**src/rtl/subleq_pkg.sv**
```systemverilog
// Shared definitions for the Subleq sequencer: state encoding, instruction
// length and the halt-address rule.
package subleq_pkg;

  typedef enum logic [3:0] {
    S_IDLE,
    S_FETCH_A,
    S_FETCH_B,
    S_FETCH_C,
    S_LOAD_A,
    S_LOAD_B,
    S_EXEC,
    S_WRITE,
    S_HALT
  } state_t;

  localparam int unsigned INSN_WORDS = 3;

  // A branch target with every one of its addr_w low bits set means "halt".
  function automatic logic is_halt_addr(input logic [31:0] c, input int unsigned addr_w);
    logic [31:0] mask;
    mask = (addr_w >= 32) ? '1 : ((32'd1 << addr_w) - 32'd1);
    return (c & mask) == mask;
  endfunction

endpackage

```
**src/rtl/subleq_seq.sv**
```systemverilog
// Subleq instruction sequencer: fetches A/B/C, loads operands, drives the
// external subtract/flag ALU and writes mem[B] back, then branches.
module subleq_seq
  import subleq_pkg::*;
#(
  parameter int unsigned P_DATA     = 8,
  parameter int unsigned P_ADDR     = 8,
  parameter int unsigned P_RESET_PC = 0
) (
  input  logic              clk,
  input  logic              rst,
  input  logic              start,
  output logic              halted,
  output logic              mem_req,
  output logic              mem_we,
  output logic [P_ADDR-1:0] mem_addr,
  output logic [P_DATA-1:0] mem_wdata,
  input  logic [P_DATA-1:0] mem_rdata,
  input  logic              mem_ack,
  output logic [P_DATA-1:0] alu_a,
  output logic [P_DATA-1:0] alu_b,
  input  logic [P_DATA-1:0] alu_r,
  input  logic              alu_z,
  output logic [P_ADDR-1:0] pc
);

  state_t              r_state;
  state_t              w_next;
  logic [P_ADDR-1:0]   r_pc;
  logic [P_ADDR-1:0]   r_a;
  logic [P_ADDR-1:0]   r_b;
  logic [P_ADDR-1:0]   r_c;
  logic [P_DATA-1:0]   r_opa;
  logic [P_DATA-1:0]   r_opb;
  logic [P_DATA-1:0]   r_res;
  logic                r_zf;
  logic [P_ADDR-1:0]   w_rd_addr;
  logic                w_halt_tgt;

  // Fetched words become addresses: truncated or zero-extended to P_ADDR.
  assign w_rd_addr  = P_ADDR'(mem_rdata);
  assign w_halt_tgt = r_zf && is_halt_addr(32'(r_c), P_ADDR);

  assign halted = (r_state == S_HALT);
  assign alu_a  = r_opb;
  assign alu_b  = r_opa;
  assign pc     = r_pc;

  always_comb begin
    w_next    = r_state;
    mem_req   = 1'b0;
    mem_we    = 1'b0;
    mem_addr  = '0;
    mem_wdata = '0;
    case (r_state)
      S_IDLE: begin
        if (start) w_next = S_FETCH_A;
      end
      S_FETCH_A: begin
        mem_req  = 1'b1;
        mem_addr = r_pc;
        if (mem_ack) w_next = S_FETCH_B;
      end
      S_FETCH_B: begin
        mem_req  = 1'b1;
        mem_addr = r_pc + P_ADDR'(1);
        if (mem_ack) w_next = S_FETCH_C;
      end
      S_FETCH_C: begin
        mem_req  = 1'b1;
        mem_addr = r_pc + P_ADDR'(2);
        if (mem_ack) w_next = S_LOAD_A;
      end
      S_LOAD_A: begin
        mem_req  = 1'b1;
        mem_addr = r_a;
        if (mem_ack) w_next = S_LOAD_B;
      end
      S_LOAD_B: begin
        mem_req  = 1'b1;
        mem_addr = r_b;
        if (mem_ack) w_next = S_EXEC;
      end
      S_EXEC: begin
        w_next = S_WRITE;
      end
      S_WRITE: begin
        mem_req   = 1'b1;
        mem_we    = 1'b1;
        mem_addr  = r_b;
        mem_wdata = r_res;
        if (mem_ack) w_next = w_halt_tgt ? S_HALT : S_FETCH_A;
      end
      S_HALT: begin
        w_next = S_HALT;
      end
      default: begin
        w_next = S_IDLE;
      end
    endcase
  end

  always_ff @(posedge clk or posedge rst) begin
    if (rst) begin
      r_state <= S_IDLE;
      r_pc    <= P_ADDR'(P_RESET_PC);
      r_a     <= '0;
      r_b     <= '0;
      r_c     <= '0;
      r_opa   <= '0;
      r_opb   <= '0;
      r_res   <= '0;
      r_zf    <= 1'b0;
    end else begin
      r_state <= w_next;
      case (r_state)
        S_FETCH_A: if (mem_ack) r_a <= w_rd_addr;
        S_FETCH_B: if (mem_ack) r_b <= w_rd_addr;
        S_FETCH_C: if (mem_ack) r_c <= w_rd_addr;
        S_LOAD_A:  if (mem_ack) r_opa <= mem_rdata;
        S_LOAD_B:  if (mem_ack) r_opb <= mem_rdata;
        S_EXEC: begin
          // Branch follows the ALU's pre-wrap sign flag, not a test of r_res.
          r_res <= alu_r;
          r_zf  <= alu_z;
        end
        S_WRITE: begin
          if (mem_ack && !w_halt_tgt)
            r_pc <= r_zf ? r_c : r_pc + P_ADDR'(INSN_WORDS);
        end
        default: ;
      endcase
    end
  end

endmodule

```
**config.mk**
```make
export PLATFORM = sky130hd
export DESIGN_NAME = subleq_seq
export DESIGN_NICKNAME = d
export VERILOG_FILES = /design/src/rtl/subleq_pkg.sv /design/src/rtl/subleq_seq.sv
export SDC_FILE = /design/constraint.sdc
export NUM_CORES = 1
export LEC_CHECK = 0
export CELL_PAD_IN_SITES_DETAIL_PLACEMENT = 0
export CELL_PAD_IN_SITES_GLOBAL_PLACEMENT = 1
export CORE_MARGIN = 2
export CORE_UTILIZATION = 44
export DETAILED_ROUTE_END_ITERATION = 6
export GPL_ROUTABILITY_DRIVEN = 0
export PLACE_DENSITY = 0.82
export SLEW_MARGIN = 25
export SYNTH_ARGS = -nofsm -noshare
export SYNTH_HDL_FRONTEND = slang
export SYNTH_SLANG_ARGS = --single-unit
export TNS_END_PERCENT = 100
```
**constraint.sdc**
```tcl
create_clock -name clk -period 4 [get_ports clk]
set_clock_uncertainty 0.2 [all_clocks]
set_input_delay 1.2 -clock clk [delete_from_list [all_inputs] [get_ports clk]]
set_output_delay 1.2 -clock clk [all_outputs]
set_load 0.005 [all_outputs]
```
==> qor.txt, run 1 <==
status - completed
Critical Path Max Stage Delay - 0.56 ns
Cells after Synth - 307
Worst-Margin Slew - 0.9285 ns
hpwl dp - 5.821 mm
fin crit share - 95.71%
first-pass detailed-route iteration total - 5
maximum root-to-sink buffer count - 2
initial antenna violation count - 0
final setup fails - 0
commonest non-fill, non-tap cell in the layout - clkdlybuf4s50_1
effective utilization at floorplan - 45.52%
Power Density - 794.0 nW/um^2
setup slack at placement - 0.4095 ns
final hold vios - 0
Worst Hold Launch - r_res[0]
Sw Ratio - 36.06%
Max Clk Rate - 261.2 MHz
Mapped Avg Cell Area - 10.76 um^2
r2r endpoint - pc[5]
Flop pwr share - 37.1%
Top Family by Delay on Critical Path - buffers and inverters
worst hold path depth - 1
DR vias - 2723
setup bufs post-CTS - 0
Clk pwr share - 16.5%
WP buf/inv - 1
Mapped Area - 3302 um^2
sequential area share after synthesis - 46.23%
worst r2r path cells - 4
most frequent cells in the layout - clkdlybuf4s50_1 (63), dfrtp_1 (57), mux2_2 (48)
WS Path Type - flop to output port
Ys Warns - 0
Max VDD drop - 391.0 uV
Overall Global Routing Usage - 21.12%
drc violations - 0
slowest cell on the critical path - clkdlybuf4s50_1
PnR worst setup slack - 0.1717 ns
Worst setup EP type - output port
clock sinks - 61
max_slew headroom - 37.58%
worst min-delay path class - flop to flop
Comb pwr share - 46.5%
Critical Path AT - 2.43 ns
Sw Pwr - 1.195 mW
hold buffer count at cts - 0
critical path required time - 2.60 ns
Core Util, Final - 57.55%
CP cell instances - ha_1, o2111ai_1, xnor2_1, nand2_1, a221oi_1, clkdlybuf4s50_1
I/O Buffers - 63
core box area - 7253 um^2
Total Wirelength - 8.272 mm
RSZ-0062 raised after global routing - false
grt ovf - 0
clk root buf - clkbuf_8
post-DR wirelength/cell - 17.64 um
Clock Latency Late Sink - 0.34 ns
Final min period - 3.828 ns
CTS clk-pin slew, worst paths - 0.07 ns
Max-Cap Viols - 0
Int Pwr - 2.119 mW
initial drt markers - 230
vias per cell - 5.806
Die W - 90.63 um
area grow syn2layout - 26.41%
synthesized flop and latch total - 61
total die area - 8213 um^2
Post-layout nets - 391
CTS tree - done
layout cell share with drive strength beyond 1 - 21.35%
cts bufs inserted - 9
Final Max Tran Viols - 0
setup_tns - 0 ns
placed insts - 453
Main synth FF type - dfrtp_1
first-pass GRT wire length - 13.66 mm
Synth cell types - 58
async set-reset flop share out of synthesis - 100.0%
Reg2Reg Setup Slack - 1.51 ns
number of global-route vias before repair - 2634
die height - 90.63 um
post-route insts no fill - 469
hold path endpoint - r_res[0]
largest net degree at the start of global routing - 62
Post-synth EDFFs - 0
syn nets - 333
std cell rows - 31
Startpoint Class - flop
Diodes inserted - 0
Leakage - 1.686 nW
CTS H-Tree Depth - 3
crit-path max FO - 13
Final ANT Viol Nets - 0
Ports - 64
Post-CTS Resized - 0
R2R Path Start - r_zf
==> cell families (layout without fill, tap and decap cells) <==
logic type | Yosys count | after routing | synth area share (%)
muxes | 48 | 48 | 16.37
xor gates and xnor gates | 8 | 8 | 2.122
AOI/OAI and AO/OA | 58 | 58 | 12.35
and+or+nand+nor | 99 | 99 | 16.67
buffers and inverters | 28 | 91 | 4.357
DFF | 61 | 61 | 46.23
adders and majority gates | 5 | 5 | 1.895
==> final cells by class <==
type | count | area (um^2)
Clock buffer | 12 | 145.1
Clock inverter | 4 | 47.55
Fill cell | 652 | 3079
Inverter | 7 | 26.28
Multi-Input combinational cell | 218 | 1632
Sequential cell | 61 | 1531
Tap cell | 99 | 123.9
Timing Repair Buffer | 68 | 668.1
==> synthesized netlist by cell type (all sizes together) (2+ instances only) <==
cell type  instances  area, um^2
dfrtp             61        1526
mux2              48       540.5
nand2             26       100.1
and2              14       87.58
nor2              14       52.55
buf               11       80.07
o21ai             11       55.05
a21oi             10       50.05
clkbuf            10       37.54
nand3              9       45.04
nor3               8       51.30
inv                6       22.52
ha                 5       62.56
xnor2              5       43.79
a211o              4       35.03
a221oi             4       35.03
a31oi              4       25.02
nor3b              4       30.03
a211oi             3       22.52
a311oi             3       26.28
nand3b             3       22.52
nand4              3       18.77
nor2b              3       18.77
o22ai              3       18.77
xor2               3       26.28
and3               2       12.51
and4               2       17.52
nand2b             2       12.51
o2111ai            2       17.52
o221a              2       22.52
or4                2       18.77
==> stage by stage <==
step                cell area [um^2]  total power [mW]  hold WS (ns)
floorplan                       3302             2.066        0.2708
global placement                3976             2.742        0.2810
detailed placement              3976             2.758        0.2885
CTS                             4169             3.317        0.3042
global route                    4174             3.534        0.3301
finish                          4174             3.314        0.2986
==> power by group through the flow <==
stage	clock network (mW)	logic [mW]	registers, mW
after floorplan	0	0.998	1.07
after global placement	0	1.52	1.22
after detailed placement	0	1.53	1.23
after CTS	0.554	1.54	1.22
after global routing	0.583	1.67	1.28
final	0.546	1.54	1.23
==> state kept, by name, summed over array words and instances, names as in the netlist <==
signal / cells
r_zf: 1
alu_b: 8
pc: 8
r_res: 8
r_a: 8
r_c: 8
r_b: 8
alu_a: 8
r_state: 4
==> layer usage <==
layer  global-route usage [%]  vias up  wire length (um)
met5                        0        -                 0
met4                    10.77        0               161
met3                    2.922       19               520
met2                    30.91      133              3863
met1                    30.54     1332              3726
li1                         -     1239                 -
==> worst max path at each step <==
stage | startpoint | end | slack, ns | cells after the start
after global routing | pc[2] | mem_addr[5] | 0.01 | 6
final | pc[2] | mem_addr[5] | 0.17 | 6
after CTS | pc[2] | mem_addr[5] | 0.03 | 6
after floorplan | rst | alu_a[0] | 1.09 | 1
after global placement | pc[2] | mem_addr[5] | 0.49 | 6
after detailed placement | pc[2] | mem_addr[5] | 0.41 | 6
(Power assumes the default switching activity.)
==> run 2: changes to the inputs <==
Settings changed: CORE_UTILIZATION 44 to 41, PLACE_DENSITY 0.82 to 0.77.
Clock period 4 ns to 4.03 ns, I/O delays scaled along.
==> qor.txt, run 2 (synthesis results as in run 1) <==
post-DR wirelength/cell - 17.12 um
Reg2Reg Setup Slack - 1.55 ns
commonest non-fill, non-tap cell in the layout - clkdlybuf4s50_1
highest routed layer - met4
Comb pwr share - 47.0%
Ports - 64
Int Pwr - 2.088 mW
Met2 Wirelength - 3.840 mm
Final Max Tran Viols - 0
met3 routed WL - 350 um
initial drt markers - 215
Sw Pwr - 1.172 mW
first-pass detailed-route iteration total - 5
status - completed
Die W - 93.74 um
Leakage - 1.693 nW
CP cell instances - ha_1, o2111ai_1, xnor2_1, nand2_1, a221oi_1, clkdlybuf4s50_1
Critical Path Max Stage Delay - 0.57 ns
worst min-delay path class - flop to flop
final setup fails - 0
worst hold path depth - 1
Post-CTS Resized - 0
Core Util, Final - 53.93%
RSZ-0062 raised after global routing - false
met1 WL - 3.810 mm
crit-path max FO - 8
Power Total - 3.260 mW
Sw Ratio - 35.95%
std cell rows - 32
Power Density - 778.2 nW/um^2
Layout fillers - 717
critical path required time - 2.62 ns
r2r endpoint - pc[7]
PnR worst setup slack - 0.1757 ns
final hold vios - 0
clock sinks - 61
Total Wirelength - 8.115 mm
DR vias - 2628
CTS tree - done
Worst-Margin Slew - 0.8913 ns
die height - 93.74 um
Post-layout nets - 393
Worst Hold Launch - r_res[7]
Overall Global Routing Usage - 20.08%
cts bufs inserted - 9
core box area - 7767 um^2
Diodes inserted - 0
number of global-route vias before repair - 2552
fin crit share - 95.64%
Critical Path AT - 2.45 ns
placed insts - 458
maximum root-to-sink buffer count - 2
Final min period - 3.854 ns
initial antenna violation count - 0
WS Path Type - flop to output port
hold path endpoint - r_res[7]
Flop pwr share - 36.8%
I/O Buffers - 63
hold buffer count at cts - 0
Clock Latency Late Sink - 0.34 ns
most frequent cells in the layout - clkdlybuf4s50_1 (63), dfrtp_1 (59), mux2_2 (48)
hpwl dp - 5.962 mm
vias per cell - 5.544
worst r2r path cells - 5
layout cell share with drive strength beyond 1 - 21.51%
Final ANT Viol Nets - 0
drc violations - 0
max_slew headroom - 40.09%
Max-Cap Viols - 0
Startpoint Class - flop
CTS H-Tree Depth - 3
effective utilization at floorplan - 42.51%
setup bufs post-CTS - 0
area grow syn2layout - 26.87%
post-route insts no fill - 474
setup_tns - 0 ns
slowest cell on the critical path - clkdlybuf4s50_1
grt ovf - 0
CTS clk-pin slew, worst paths - 0.07 ns
Max Clk Rate - 259.4 MHz
setup slack at placement - 0.4990 ns
Clk pwr share - 16.2%
largest net degree at the start of global routing - 26
Worst setup EP type - output port
clk root buf - clkbuf_8
first-pass GRT wire length - 13.48 mm
Max VDD drop - 309.0 uV
total die area - 8787 um^2
R2R Path Start - r_state[0]
==> run 2: metrics by stage <==
stage / cell area (um^2) / hold slack [ns]
final: 4189 / 0.2975
after floorplan: 3302 / 0.2708
after global placement: 3995 / 0.2810
after CTS: 4187 / 0.3043
after detailed placement: 3995 / 0.2861
after global routing: 4189 / 0.3108
==> run 2: worst max-delay path by stage <==
stage          slack [ns]          end  startpoint  cells after the start
6_report             0.18  mem_addr[5]       pc[1]                      6
3_5_place_dp         0.50  mem_addr[5]       pc[2]                      6
4_1_cts              0.09  mem_addr[5]       pc[2]                      6
2_1_floorplan        1.11     alu_a[0]         rst                      1
3_3_place_gp         0.53  mem_addr[5]       pc[2]                      6
5_1_grt              0.03  mem_addr[5]       pc[1]                      6
==> run 2: layer usage <==
layer	vias up	global-route usage [%]
met5	-	0
li1	1251	-
met2	69	31.01
met1	1300	27.91
met3	8	4.414
met4	0	7.005
==> run 2: layout make-up <==
type,count,area [um^2],share of cell area [%]
Multi-Input combinational cell,218,1632,38.95
Tap cell,102,127.6,3.047
Sequential cell,61,1529,36.50
Timing Repair Buffer,70,683.2,16.31
Clock buffer,10,127.6,3.047
Clock inverter,6,63.81,1.523
Inverter,7,26.28,0.6272
==> run 2: power by group through the flow <==
stage | clock (mW) | combinational [mW] | sequential (mW)
6_report | 0.528 | 1.53 | 1.20
5_1_grt | 0.579 | 1.68 | 1.25
3_5_place_dp | 0 | 1.53 | 1.20
3_3_place_gp | 0 | 1.52 | 1.20
2_1_floorplan | 0 | 0.990 | 1.06
4_1_cts | 0.542 | 1.54 | 1.20
==> run 2: worst max-delay path: cells and delay by family (launching register included) <==
kind            cells  cell delay [ns]
compound gates      2             0.47
xor+xnor            1             0.18
fa+ha+maj           1             0.30
buf+inv             1             0.57
flops               1             0.53
simple gates        1             0.07
